## config.mk

```make
export PLATFORM = sky130hd
export DESIGN_NAME = hazard_stall_unit
export DESIGN_NICKNAME = d
export VERILOG_FILES = /design/src/rtl/hazard_pkg.sv /design/src/rtl/hazard_perf_counter.sv /design/src/rtl/hazard_stall_unit.sv
export SDC_FILE = /design/constraint.sdc
export NUM_CORES = 1
export LEC_CHECK = 0
export CELL_PAD_IN_SITES_DETAIL_PLACEMENT = 0
export CELL_PAD_IN_SITES_GLOBAL_PLACEMENT = 1
export CORE_MARGIN = 2
export CORE_UTILIZATION = 21
export CTS_CLUSTER_DIAMETER = 40
export CTS_CLUSTER_SIZE = 28
export DETAILED_ROUTE_END_ITERATION = 8
export PLACE_DENSITY = 0.71
export SLEW_MARGIN = 20
export SYNTH_ARGS = -nofsm -noshare
export SYNTH_HDL_FRONTEND = slang
export SYNTH_HIERARCHICAL = 1
export SYNTH_SLANG_ARGS = --single-unit
```

## constraint.sdc

```tcl
create_clock -name clk -period 2.54 [get_ports clk]
set_input_delay 0.762 -clock clk [delete_from_list [all_inputs] [get_ports clk]]
set_output_delay 0.762 -clock clk [all_outputs]
set_load 0.01 [all_outputs]
```

## src/rtl/hazard_pkg.sv

```systemverilog
// Shared types and constants for the pipeline hazard/stall control block.
// Holds the FSM state encoding, the x0 register id and the ID/EX NOP control word.
package hazard_pkg;

  typedef enum logic [1:0] {
    RUN    = 2'b00,
    LSTALL = 2'b01,
    MWAIT  = 2'b10
  } hz_state_e;

  localparam logic [4:0] REG_X0 = 5'd0;

  // Control word the ID/EX stage loads when idex_bubble is asserted.
  typedef struct packed {
    logic       reg_write;
    logic       mem_read;
    logic       mem_write;
    logic       branch;
    logic       jump;
    logic [3:0] alu_op;
  } idex_ctrl_t;

  localparam idex_ctrl_t NOP_CTRL = '0;

endpackage

```

## src/rtl/hazard_perf_counter.sv

```systemverilog
// Saturating event counter: counts cycles with inc=1, sticks at all-ones.
// Single-cycle update, no backpressure; cleared by asynchronous active-low reset.
module hazard_perf_counter #(
  parameter int W = 32
) (
  input  logic         clk,
  input  logic         reset_n,
  input  logic         inc,
  output logic [W-1:0] count
);

  always_ff @(posedge clk or negedge reset_n) begin
    if (!reset_n) begin
      count <= '0;
    end else if (inc && (count != '1)) begin
      count <= count + 1'b1;
    end
  end

endmodule

```

## src/rtl/hazard_stall_unit.sv

```systemverilog
// Load-use stall, taken-branch flush and data-memory wait control for a 5-stage pipe.
// Mealy outputs (same-cycle); HAZARD_PERF_CNT_EN adds stall/flush performance counters.
module hazard_stall_unit
  import hazard_pkg::*;
#(
  parameter int LOAD_STALL_CYCLES = 1,
  parameter int CNT_W             = 32
) (
  input  logic             clk,
  input  logic             reset_n,
  input  logic [4:0]       ifid_rs1,
  input  logic [4:0]       ifid_rs2,
  input  logic             ifid_uses_rs2,
  input  logic [4:0]       idex_rd,
  input  logic             idex_memRead,
  input  logic             branch_taken,
  input  logic             dmem_req,
  input  logic             dmem_ready,
  output logic             pc_write,
  output logic             ifid_write,
  output logic             ifid_flush,
  output logic             idex_bubble,
  output logic             pipe_hold,
  output logic [1:0]       state_o
`ifdef HAZARD_PERF_CNT_EN
  ,
  output logic [CNT_W-1:0] stall_cycles,
  output logic [CNT_W-1:0] flush_count
`endif
);

  if (LOAD_STALL_CYCLES < 1 || LOAD_STALL_CYCLES > 7 || CNT_W < 1) begin : g_bad_param
    $error("hazard_stall_unit: LOAD_STALL_CYCLES must be 1..7 and CNT_W >= 1");
  end

  localparam logic [2:0] STALL_RELOAD = 3'(LOAD_STALL_CYCLES - 1);
  localparam bit         MULTI_STALL  = (LOAD_STALL_CYCLES > 1);

  hz_state_e  state, state_nxt, eff_state;
  logic [2:0] stall_cnt, stall_cnt_nxt;

  logic load_use;
  logic mem_wait;
  logic pc_w, ifid_w, flush_w, bubble_w, hold_w;

  assign load_use = idex_memRead && (idex_rd != REG_X0) &&
                    ((idex_rd == ifid_rs1) || (ifid_uses_rs2 && (idex_rd == ifid_rs2)));
  assign mem_wait = dmem_req && !dmem_ready;

  // A finished memory wait behaves as whichever state it interrupted.
  always_comb begin
    case (state)
      LSTALL:  eff_state = LSTALL;
      MWAIT:   eff_state = (stall_cnt == 3'd0) ? RUN : LSTALL;
      default: eff_state = RUN;
    endcase
  end

  always_comb begin
    pc_w          = 1'b1;
    ifid_w        = 1'b1;
    flush_w       = 1'b0;
    bubble_w      = 1'b0;
    hold_w        = 1'b0;
    state_nxt     = RUN;
    stall_cnt_nxt = stall_cnt;

    if (mem_wait) begin
      pc_w      = 1'b0;
      ifid_w    = 1'b0;
      hold_w    = 1'b1;
      state_nxt = MWAIT;
    end else if (branch_taken) begin
      // The squashed consumer no longer needs any pending load-use bubbles.
      flush_w       = 1'b1;
      bubble_w      = 1'b1;
      stall_cnt_nxt = 3'd0;
    end else if (eff_state == LSTALL) begin
      pc_w     = 1'b0;
      ifid_w   = 1'b0;
      bubble_w = 1'b1;
      if (stall_cnt > 3'd1) begin
        state_nxt     = LSTALL;
        stall_cnt_nxt = stall_cnt - 3'd1;
      end else begin
        stall_cnt_nxt = 3'd0;
      end
    end else if (load_use) begin
      pc_w     = 1'b0;
      ifid_w   = 1'b0;
      bubble_w = 1'b1;
      if (MULTI_STALL) begin
        state_nxt     = LSTALL;
        stall_cnt_nxt = STALL_RELOAD;
      end else begin
        stall_cnt_nxt = 3'd0;
      end
    end else begin
      stall_cnt_nxt = 3'd0;
    end
  end

  always_ff @(posedge clk or negedge reset_n) begin
    if (!reset_n) begin
      state     <= RUN;
      stall_cnt <= 3'd0;
    end else begin
      state     <= state_nxt;
      stall_cnt <= stall_cnt_nxt;
    end
  end

  // Hold every enable low while reset is asserted so nothing advances.
  assign pc_write    = reset_n & pc_w;
  assign ifid_write  = reset_n & ifid_w;
  assign ifid_flush  = reset_n & flush_w;
  assign idex_bubble = reset_n & bubble_w;
  assign pipe_hold   = reset_n & hold_w;
  assign state_o     = state;

`ifdef HAZARD_PERF_CNT_EN
  hazard_perf_counter #(.W(CNT_W)) u_stall_cnt (
    .clk     (clk),
    .reset_n (reset_n),
    .inc     (!pc_write),
    .count   (stall_cycles)
  );

  hazard_perf_counter #(.W(CNT_W)) u_flush_cnt (
    .clk     (clk),
    .reset_n (reset_n),
    .inc     (ifid_flush),
    .count   (flush_count)
  );
`endif

endmodule

```

==> results of run 1 <==
-- layout by cell type (no fill, tap or decap), types with 2 or more instances in the layout --
cell type and count:
clkdlybuf4s50_1 7, dlygate4sd2_1 11, inv_1 6, buf_2 4
dfrtp_1 5, buf_6 5, xnor2_1 10, nor2_1 2
ha_1 4, a21oi_1 2, nand2b_1 2, nand2_1 5
clkbuf_4 3, buf_4 11
-- metal layers --
layer | share of wire | GRT usage
met1 | 0.41 | 0.119
met2 | 0.55 | 0.220
met3 | 0.025 | 0
met4 | 0.016 | 0.0972
met5 | 0 | 0
-- layout make-up --
type	count	area, sq um	share of cell area
Timing Repair Buffer	40	348	0.399
Multi-Input combinational cell	40	315	0.362
Sequential cell	5	125	0.144
Inverter	6	22.5	0.0259
Clock buffer	4	26.3	0.0302
Tap cell	27	33.8	0.0388
-- kinds of logic after synthesis --
family	share of synthesized area
flops	0.283
compound gates	0.153
xor+xnor	0.198
fa+ha+maj	0.113
buf+inv	0.0680
simple gates	0.184
-- synth_stat cells --
cell type / count / share of area
a21oi_1: 2 / 0.023
a21oi_2: 1 / 0.020
a31oi_1: 1 / 0.014
and2_1: 1 / 0.014
and3_1: 1 / 0.014
buf_4: 1 / 0.017
dfrtp_1: 5 / 0.28
ha_1: 4 / 0.11
inv_1: 6 / 0.051
nand2_1: 5 / 0.042
nand2b_1: 3 / 0.042
nand3_1: 1 / 0.011
nand4_1: 1 / 0.014
nor2_1: 2 / 0.017
nor3_1: 1 / 0.011
o21a_1: 1 / 0.017
o21ai_0: 1 / 0.011
o21ba_1: 1 / 0.023
o21bai_1: 1 / 0.017
o22ai_1: 2 / 0.028
or4_1: 1 / 0.017
xnor2_1: 10 / 0.20
-- flip-flops by register name (all words and copies together), names as in the netlist --
name,cells
stall_cnt,3
state_o,2
-- stage by stage --
step                      hold slack (ns)  setup WS [ns]  area (sq um)  power [mW]
final                               0.530         -0.202           871       0.270
after global routing                0.539         -0.248           871       0.285
after CTS                           0.521         -0.250           835       0.269
after detailed placement            0.514         -0.954           830       0.177
after global placement              0.482         -0.947           830       0.177
after floorplan                     0.457        -0.0832           448       0.114
-- timing repair --
action	in CTS	in global routing
pin swaps	17	8
buffers inserted	0	2
gates resized for setup	49	5
setup endpoints to repair	5	4
-- where the power goes --
part / switching (mW) / leakage [nW] / internal [mW]
Clock: 0.0363 / 0.0150 / 0.0596
Sequential: 0.000593 / 0.0688 / 0.0807
Combinational: 0.0326 / 0.332 / 0.0599
Total: 0.0695 / 0.416 / 0.200
-- worst paths after layout --
| check | start | endpoint | slack [ns] | cells past startpoint |
|---|---|---|---|---|
| min | stall_cnt[2] | stall_cnt[2] | 0.53 | 1 |
| min reg2reg | stall_cnt[2] | stall_cnt[2] | 0.53 | 1 |
| max in group asynchronous | reset_n | state_o[1] | 1.53 | 2 |
| max | idex_rd[3] | ifid_write | -0.20 | 6 |
| min in group asynchronous | reset_n | state_o[0] | 0.90 | 2 |
| max reg2reg | stall_cnt[0] | stall_cnt[2] | 1.02 | 9 |
==> flow_metrics.env, run 1 <==
export IMPL_die_area_sq_mm=0.00249
export IMPL_grt_usage=0.117
export IMPL_num_vias=508
export IMPL_place_congestion=0.708
export IMPL_path_max_fanout=2
export IMPL_h_tree_depth=1
export IMPL_synth_cells=52
export IMPL_setup_slack_ns=-0.202
export IMPL_required_ns=1.78
export IMPL_cts_sinks=5
export IMPL_ys_types=22
export IMPL_clockBufferDepth=2
export IMPL_antenna_found_initial=0
export IMPL_critPathBufInv=2
export IMPL_leakagePower_nw=0.416
export IMPL_arrival_ns=1.98
export IMPL_path_class="input pin to output port"
export IMPL_clkTransAtPathRegs_ns=0.05
export IMPL_hpwl_um=1110
export IMPL_drive_gt1_frac=0.305
export IMPL_drt_total_wl_um=1350
export IMPL_cts_root_buffer="clkbuf_4"
export IMPL_drtIter0Drc=12
export IMPL_holdBufCountCts=0
export IMPL_worstPathCellList="buf_6, or4_4, o21a_1, a21oi_2, o21ba_4, buf_6"
export IMPL_synth_nets=78
export IMPL_cts_tree="done"
export IMPL_status="complete, but fails checks"
export IMPL_hold_class="flip-flop to flip-flop"
export IMPL_drt_pass1_iter_count=4
export IMPL_path_common_cell="buf_6"
export IMPL_syn_area_per_cell_sq_um=8.49
export IMPL_skew_ns=0.00188
export IMPL_tns_ns=-0.557
export IMPL_grt_pass1_wl_um=2150
export IMPL_syn2layout_area_growth_pct=97.2
export IMPL_maxSlewViolCount=0
export IMPL_ys_warn_count=6
export IMPL_fin_util=0.439
export IMPL_rsz0062_at_grt="yes"
export IMPL_cpPeakStageDelay_ns=0.51
export IMPL_startpoint_type="input pin"
export IMPL_cpLargestDelayFamily="simple AND/OR/NAND/NOR gates"
export IMPL_layout_cells_non_filler=122
export IMPL_crit_path_end_kind="output port"
export IMPL_violations="setup timing"
export IMPL_io_buffers=28
export IMPL_synth_seq_cells=5
export IMPL_pin_count=29
export IMPL_ys_seq_area_frac=0.283
export IMPL_drc=0
export IMPL_hold_viol=0
export IMPL_ant_nets=0
export IMPL_fmax_mhz=365
export IMPL_slew_headroom=0.865
export IMPL_grt_max_degree=7
export IMPL_placedCellCount=116
export IMPL_fp_dieW_um=49.9
export IMPL_powerDensity_mw_per_mm2=310
export IMPL_start_util=0.223
export IMPL_finalSetupViolations=3
export IMPL_die_h_um=49.9
export IMPL_finalCritPeriodShare=1.08
export IMPL_antenna_cells=0
export IMPL_core_region_area_sq_mm=0.00198
export IMPL_drv_cap=0
export IMPL_num_rows=16
export IMPL_finalNetCount=122
export IMPL_grt_pass1_vias=529
export IMPL_fill_cells=202
export IMPL_ir_drop_mv=0.120
export IMPL_cp_slowest_cell="or4_4"
export IMPL_fin_crit_ns=2.74
export IMPL_via_per_inst=4.16
export IMPL_syn_area_sq_um=442
export IMPL_grt_ovfl_total=0
export IMPL_wl_per_cell_um=11.0
export IMPL_cts_made_buffers=3
export IMPL_clock_latency_ns=0.24
export IMPL_max_slew_worst_pin_slew_ns=0.201
Power figures use the tool's default switching activity.
==> run 2: changes to the inputs <==
Settings changed: SLEW_MARGIN 20 to not set.
==> results of run 2 <==
The final DEF is identical to that of run 1; final timing and power are the same.
